==> src/rtl/pipe_stage_buf.sv <==
// Reusable pipeline-stage register: valid/ready handshake, optional two-entry
// skid buffer (registered in_ready) and a discard input for branch flushes.
module pipe_stage_buf #(
  parameter int WIDTH      = 32,
  parameter int SKID       = 1,
  parameter int CLEAR_DATA = 1
) (
  input  logic             clock,
  input  logic             reset,
  input  logic             discard,
  input  logic             in_valid,
  output logic             in_ready,
  input  logic [WIDTH-1:0] in_data,
  output logic             out_valid,
  input  logic             out_ready,
  output logic [WIDTH-1:0] out_data,
  output logic [1:0]       count,
  output logic             flushed
);

  // Handshake: a transfer happens on a rising edge where valid and ready are
  // both high; valid never waits on ready, and a stalled producer holds data.
  localparam bit USE_SKID = (SKID != 0);
  localparam bit CLR      = (CLEAR_DATA != 0);

  // Encoding equals the number of held entries, so count exposes the state.
  typedef enum logic [1:0] {
    ST_EMPTY = 2'd0,
    ST_ONE   = 2'd1,
    ST_FULL  = 2'd2
  } state_t;

  state_t             state_q, state_d;
  logic [WIDTH-1:0]   main_q, main_d;
  logic [WIDTH-1:0]   skid_q, skid_d;
  logic               flushed_q, flushed_d;
  logic               in_fire, out_fire;

  always_comb begin
    if (USE_SKID) in_ready = reset & (state_q != ST_FULL);
    else          in_ready = reset & ((state_q == ST_EMPTY) | out_ready);
  end

  assign out_valid = (state_q != ST_EMPTY);
  assign out_data  = main_q;
  assign count     = state_q;
  assign flushed   = flushed_q;
  assign in_fire   = in_valid & in_ready;
  assign out_fire  = out_valid & out_ready;

  always_comb begin
    state_d   = state_q;
    main_d    = main_q;
    skid_d    = skid_q;
    flushed_d = 1'b0;
    if (discard) begin
      // Flush wins over any handshake this cycle, including an input fire.
      state_d   = ST_EMPTY;
      flushed_d = (state_q != ST_EMPTY);
      if (CLR) begin
        main_d = '0;
        skid_d = '0;
      end
    end else begin
      case (state_q)
        ST_EMPTY: begin
          if (in_fire) begin
            state_d = ST_ONE;
            main_d  = in_data;
          end
        end
        ST_ONE: begin
          if (in_fire && (out_fire || !USE_SKID)) begin
            main_d = in_data;
          end else if (in_fire) begin
            state_d = ST_FULL;
            skid_d  = in_data;
          end else if (out_fire) begin
            state_d = ST_EMPTY;
            if (CLR) main_d = '0;
          end
        end
        ST_FULL: begin
          if (out_fire) begin
            state_d = ST_ONE;
            main_d  = skid_q;
            if (CLR) skid_d = '0;
          end
        end
        default: state_d = ST_EMPTY;
      endcase
    end
  end

  always_ff @(posedge clock) begin
    if (!reset) begin
      state_q   <= ST_EMPTY;
      main_q    <= '0;
      skid_q    <= '0;
      flushed_q <= 1'b0;
    end else begin
      state_q   <= state_d;
      main_q    <= main_d;
      skid_q    <= skid_d;
      flushed_q <= flushed_d;
    end
  end

endmodule

==> config.mk <==
export PLATFORM = sky130hd
export DESIGN_NAME = pipe_stage_buf
export DESIGN_NICKNAME = d
export VERILOG_FILES = /design/src/rtl/pipe_stage_buf.sv
export SDC_FILE = /design/constraint.sdc
export NUM_CORES = 1
export LEC_CHECK = 0
export CAP_MARGIN = 20
export CORE_ASPECT_RATIO = 1.25
export CORE_MARGIN = 2
export CORE_UTILIZATION = 53
export CTS_CLUSTER_DIAMETER = 100
export DETAILED_ROUTE_END_ITERATION = 12
export GPL_TIMING_DRIVEN = 0
export HOLD_SLACK_MARGIN = 0.03
export PLACE_DENSITY_LB_ADDON = 0.15
export SLEW_MARGIN = 20
export SYNTH_ARGS = -nofsm -noshare
export SYNTH_HDL_FRONTEND = slang
export SYNTH_SLANG_ARGS = --single-unit
==> constraint.sdc <==
create_clock -name clock -period 3.8 [get_ports clock]
set_clock_uncertainty 0.2 [all_clocks]
set_input_delay 0.76 -clock clock [delete_from_list [all_inputs] [get_ports clock]]
set_output_delay 0.76 -clock clock [all_outputs]
set_load 0.1 [all_outputs]
==> metrics.txt, run 1 <==
run status=finished clean; Final Slew Violations=0; post-route ant nets=0; maximum resistive drop on vdd=0.3278 mV; hold-fix buffers at CTS=0; syn_nets=369; cell taking the most area after synthesis=dfxtp_1; clock root cell=clkbuf_8; Die Width=72.27 um; Clk pin slew, worst setup/hold paths=0.07 ns; RSZ-0062 raised after global routing=false; Final Wtd Congestion=0.7911; clock tree from TritonCTS=done; global-route wire length before repair=12.87 mm; initial cell density of the core=54.16%; top-area cell type share of the netlist area=43.44%; standard-cell rows=31; synthesized flop and latch total=67; arrival time reported for the critical path endpoint=2.38 ns; number of cells on the worst hold path=2; fraction of layout cells with a size suffix above 1=16.79%; largest cells by area after synthesis=dfxtp_1 (43%), a221oi_2 (15%), nand3b_1 (8.0%), nand3_1 (5.8%), o21ai_0 (5.5%); Cell Pwr Density=398.8 nW/um^2; unique cell type count in the Yosys netlist=31; number of cells on the worst reg-to-reg path=7; post-layout net count=453; total DRC errors in the routed layout=0; kind of critical path=reg2out; violation count after the first detailed-routing iteration=154; Wirelength per Cell=16.03 um; Yosys Warn Count=0; part of the cycle the worst path needs=87.91%; Area growth, synth to finish=32.74%; cell with the most instances after synthesis=dfxtp_1; count of flip-flops with a built-in enable after synthesis=0; Worst Min Path Start=skid_q[17]$_SDFFE_PP0P_; number of hold violations in the final report=0; H-tree levels=3; vias per cell=5.803; TritonCTS buffer count=9; buffer levels on the longest clock path=2; number of diodes added for antenna fixing=0; combined area of all synthesized cells=3088 um^2; Vias=2803; Total Routing Usage GR=25.52%; Routed WL=7.742 mm; asr flop ratio synth=0%; cell count after placement=467; Detailed Place HPWL=5.330 mm; critical register-to-register path endpoint=out_data[1]$_SDFFE_PP0P_; Synth Instances=328; top achievable clock speed=0.2994 GHz; # Max-Cap Violations=0; startpoint of the worst setup timing path=count[0]$_SDFFE_PP0P_; count of endpoints failing setup in the final report=0; sequential share of the synthesized area=43.44%; class of the tightest hold or removal check=reg2reg; most common library cells after synthesis=dfxtp_1 (67), nand3_1 (36), nor2_1 (34), o21ai_0 (34), nand3b_1 (33); number of global-route vias before repair=2706; leftover overflow at the end of global routing=0; worst reg2reg path startpoint=count[1]$_SDFFE_PP0P_; Detailed Routing Iterations Pass 1=4; flop-to-flop setup slack=1.39 ns; clock insertion delay at the later pin of the skew report=0.35 ns; Port-buffer cells=73; sum of negative setup slack=0 ns; worst-case headroom to the max-slew limit=34.68%; maximum number of pins on one net before global-route repair=13; top-level port count=74; minimum period implied by the final worst setup slack=3.340 ns; buffers inserted by post-CTS timing repair=0; Syn Area/Cell=9.415 um^2; leakage power summed over all cells=1.462 nW; total number of clock tree sinks=67; core outline area=5702 um^2; critical path capture point type=output port; maximum fanout along the worst path=10; endpoint with the worst hold slack=skid_q[17]$_SDFFE_PP0P_; fin cells=483; Worst Path Required=2.84 ns; Die Span Y=89.34 um; startpoint kind of the worst setup timing path=register; top_reg_cell synth=dfxtp_1; initial antenna violation count=0; fin util=71.89%; overall die area=6457 um^2; slew at the pin with the worst max-slew slack=0.9767 ns
report_power, final:
part	switching (W)	internal (W)	total (W)
registers	0.00000866	0.000718	0.000727
clock network	0.000276	0.000300	0.000576
logic	0.000222	0.000109	0.000331
total	0.000507	0.00113	0.00163
metal layers:
metal	global-route usage (%)	vias to the layer above	part of all wire, %
met4	10.63	0	1.2
li1	-	1383	-
met2	43.12	81	50
met1	32.14	1331	43
met5	0	-	0
met3	4.510	8	4.9
cell usage in the layout (no fill, tap or decap), types with 2 or more instances in the layout:
master and count:
buf_6 3, buf_2 12, clkdlybuf4s50_1 72, dfxtp_1 67, buf_4 3, nand3_1 36
ha_1 4, clkinv_2 3, clkinvlp_4 2, clkbuf_1 13, nor2b_1 3, a221oi_1 2
o21ai_0 34, nand3b_1 33, a221oi_2 30, a21oi_1 32, clkbuf_8 9, and3_1 2
inv_1 3, nor2_1 34, nand2_1 2
cells by family after synthesis:
logic type	Yosys count	synth area share [%]
compound gates	101	26.74
mux	2	0.8102
simple gates	117	21.07
buf+inv	36	5.997
flops	67	43.44
fa+ha+maj	5	1.945
worst max-delay path, cell delays in order, from the launching register on:
cell and delay (ns):
dfxtp_1 0.38, inv_1 0.09, ha_1 0.24, clkbuf_2 0.20, clkbuf_1 0.25, nor2b_2 0.14, dlymetal6s2s_1 0.74
registers in the layout, indices dropped and copies added (netlist names):
register / flops
skid_q: 32
out_data: 32
flushed: 1
count: 2
repair_timing:
item	CTS	global route
resized for setup	0	1
endpoints found under the hold margin	0	0
setup endpoints to repair	0	1
stage by stage:
| stage | total power (W) | instance area, um^2 | setup WS, ns | hold slack, ns |
|---|---|---|---|---|
| finish | 0.001635 | 4099 | 0.4596 | 0.2769 |
| floorplan | 0.0009668 | 3090 | 0.2759 | 0.2477 |
| CTS | 0.001646 | 4096 | 0.05387 | 0.2752 |
| global route | 0.001693 | 4099 | 0.3245 | 0.2995 |
| global placement | 0.001072 | 3904 | 0.1878 | 0.2540 |
| detailed placement | 0.001074 | 3904 | 0.1871 | 0.2654 |
cell type report:
class	count	area [um^2]
clock buffers	9	123.9
well taps	66	82.58
plain buffers	33	173.9
inverters	3	11.26
fillers	474	1603
multi-input cells	225	1564
flip-flops and latches	67	1341
clock inverters	7	68.82
repair buffers	73	733.2
how the worst max path moves through the flow:
stage          cells after the start  endpoint
3_5_place_dp                       3  in_ready
2_1_floorplan                      5  in_ready
4_1_cts                            6  in_ready
5_1_grt                            6  in_ready
3_3_place_gp                       3  in_ready
6_report                           6  in_ready
Power figures use the tool's default switching activity.
==> run 2, diff against run 1 <==
- CTS_CLUSTER_SIZE: not set -> 28
- MAX_ROUTING_LAYER: not set -> met4
==> metrics.txt, run 2 (same netlist as run 1, synthesis figures left out) <==
total DRC errors in the routed layout=0 (unchanged); number of global-route vias before repair=2708 (+0.074%); count of endpoints failing setup in the final report=0 (unchanged); maximum fanout along the worst path=10 (unchanged); Die Width=72.27 um (unchanged); Vias=2804 (+0.036%); leftover overflow at the end of global routing=0 (unchanged); run status=finished clean; buffer levels on the longest clock path=2 (unchanged); overall die area=6457 um^2 (unchanged); startpoint of the worst setup timing path=count[0]$_SDFFE_PP0P_; capturing instance or port of the critical path=in_ready; Total Routing Usage GR=26.38% (+0.86 points); commonest non-fill, non-tap cells in the layout=clkdlybuf4s50_1 (72), dfxtp_1 (67), nand3_1 (36), nor2_1 (34), o21ai_0 (34); slew at the pin with the worst max-slew slack=0.9817 ns (+0.004981 ns); number of cells on the worst reg-to-reg path=7 (unchanged); master of the slowest instance on the critical path=dlymetal6s2s_1; Detailed Place HPWL=5.330 mm (unchanged); maximum resistive drop on vdd=0.3280 mV (about the same); minimum period implied by the final worst setup slack=3.341 ns (+0.0006130 ns); met3 layer usage reported by global route=5.186% (+0.68 points); Final Wtd Congestion=0.8023 (+1.4%); initial cell density of the core=54.16% (unchanged); delay contributed by the slowest stage of the critical path=0.74 ns (about the same); Wirelength per Cell=16.04 um (about the same); initial antenna violation count=0 (unchanged); most common library cell in the layout ignoring fill and taps=clkdlybuf4s50_1; total number of clock tree sinks=67 (unchanged); class of the tightest hold or removal check=reg2reg; maximum number of pins on one net before global-route repair=13 (unchanged); post-layout net count=453 (unchanged); top achievable clock speed=0.2993 GHz (about the same); number of diodes added for antenna fixing=0 (unchanged); Final Slew Violations=0 (unchanged); Die Span Y=89.34 um (unchanged); cell count after placement=467 (unchanged); arrival time reported for the critical path endpoint=2.38 ns (about the same); clock root cell=clkbuf_8; leakage power summed over all cells=1.462 nW (unchanged); TritonCTS buffer count=9 (unchanged); critical register-to-register path endpoint=out_data[1]$_SDFFE_PP0P_; sum of negative setup slack=0 ns (unchanged); Worst Min Path Start=skid_q[17]$_SDFFE_PP0P_; kind of critical path=reg2out; fin cells=483 (unchanged); Clk pin slew, worst setup/hold paths=0.07 ns (about the same); worst reg2reg path startpoint=count[1]$_SDFFE_PP0P_; number of hold violations in the final report=0 (unchanged); RSZ-0062 raised after global routing=false; standard-cell rows=31 (unchanged); post-route ant nets=0 (unchanged); Detailed Routing Iterations Pass 1=4 (unchanged); global routing met1 resource utilization=32.35% (+0.21 points); core outline area=5702 um^2 (unchanged); most congested layer reported by global routing=met2; Area growth, synth to finish=32.74% (unchanged); critical path capture point type=output port; Routed WL=7.747 mm (about the same); part of the cycle the worst path needs=87.92% (about the same); met2 routing resource usage after global routing=43.12% (unchanged); violation count after the first detailed-routing iteration=157 (+1.9%); Port-buffer cells=73 (unchanged); Cell Pwr Density=398.7 nW/um^2 (about the same); flop-to-flop setup slack=1.38 ns (about the same); clock insertion delay at the later pin of the skew report=0.35 ns (about the same); fraction of layout cells with a size suffix above 1=16.79% (unchanged); worst-case headroom to the max-slew limit=34.35% (-0.33 points); clock tree from TritonCTS=done; Worst Path Required=2.84 ns (about the same); vias per cell=5.805 (about the same); critical path, cell by cell=inv_1 -> ha_1 -> clkbuf_2 -> clkbuf_1 -> nor2b_2 -> dlymetal6s2s_1; # Max-Cap Violations=0 (unchanged); global-route wire length before repair=12.88 mm (about the same); top-level port count=74 (unchanged); startpoint kind of the worst setup timing path=register; H-tree levels=3 (unchanged)
run 2: cell counts in the layout (fill, tap and decap cells not counted):
Identical to the previous run, type by type.
run 2: how the worst min path moves through the flow:
stage / endpoint / depth (start not counted)
6_report: skid_q[17]$_SDFFE_PP0P_ / 2
3_3_place_gp: skid_q[16]$_SDFFE_PP0P_ / 2
5_1_grt: skid_q[17]$_SDFFE_PP0P_ / 2
4_1_cts: skid_q[17]$_SDFFE_PP0P_ / 2
2_1_floorplan: skid_q[16]$_SDFFE_PP0P_ / 2
3_5_place_dp: skid_q[17]$_SDFFE_PP0P_ / 2
run 2: stage by stage:
step / total power [W] / hold WS (ns) / util (%) / setup WS [ns] / area [um^2]
2_1_floorplan: 0.0009668 / 0.2477 / - / 0.2759 / 3090
3_3_place_gp: 0.001072 / 0.2540 / 68.47 / 0.1878 / 3904
3_5_place_dp: 0.001074 / 0.2654 / 68.47 / 0.1871 / 3904
4_1_cts: 0.001646 / 0.2752 / 71.85 / 0.05387 / 4096
5_1_grt: 0.001695 / 0.2995 / 71.89 / 0.3202 / 4099
6_report: 0.001634 / 0.2769 / 71.89 / 0.4590 / 4099
run 2: repair_timing:
| action | 4_1_cts | 5_1_grt |
|---|---|---|
| resized for setup | 0 | 1 |
| setup endpoints to repair | 0 | 1 |
| buffers inserted | 0 | 0 |
| hold buffers | 0 | 0 |
run 2: final cells by class:
type | instances | area, um^2
Buffer | 33 | 173.9
Clock buffer | 9 | 123.9
Clock inverter | 7 | 68.82
Fill cell | 474 | 1603
Inverter | 3 | 11.26
Multi-Input combinational cell | 225 | 1564
Sequential cell | 67 | 1341
Tap cell | 66 | 82.58
Timing Repair Buffer | 73 | 733.2
run 2: power by group:
part	total (W)	leakage, nW	internal [W]	switching [W]
clock	0.000576	0.0950	0.000300	0.000276
combinational	0.000331	0.825	0.000109	0.000222
sequential	0.000727	0.542	0.000718	0.00000866
total	0.00163	1.46	0.00113	0.000507
run 2: worst max-delay path: cells and delay by family (launching register included):
family / cells / cell delay, ns
adders and majority gates: 1 / 0.24
and+or+nand+nor: 1 / 0.14
DFF: 1 / 0.38
buffers and inverters: 4 / 1.28
run 2: routing by layer:
| metal | up-vias | routed length [um] |
|---|---|---|
| met5 | - | 0 |
| met4 | 0 | 98 |
| met3 | 8 | 363 |
| met2 | 84 | 3893 |
| met1 | 1329 | 3391 |
| li1 | 1383 | - |
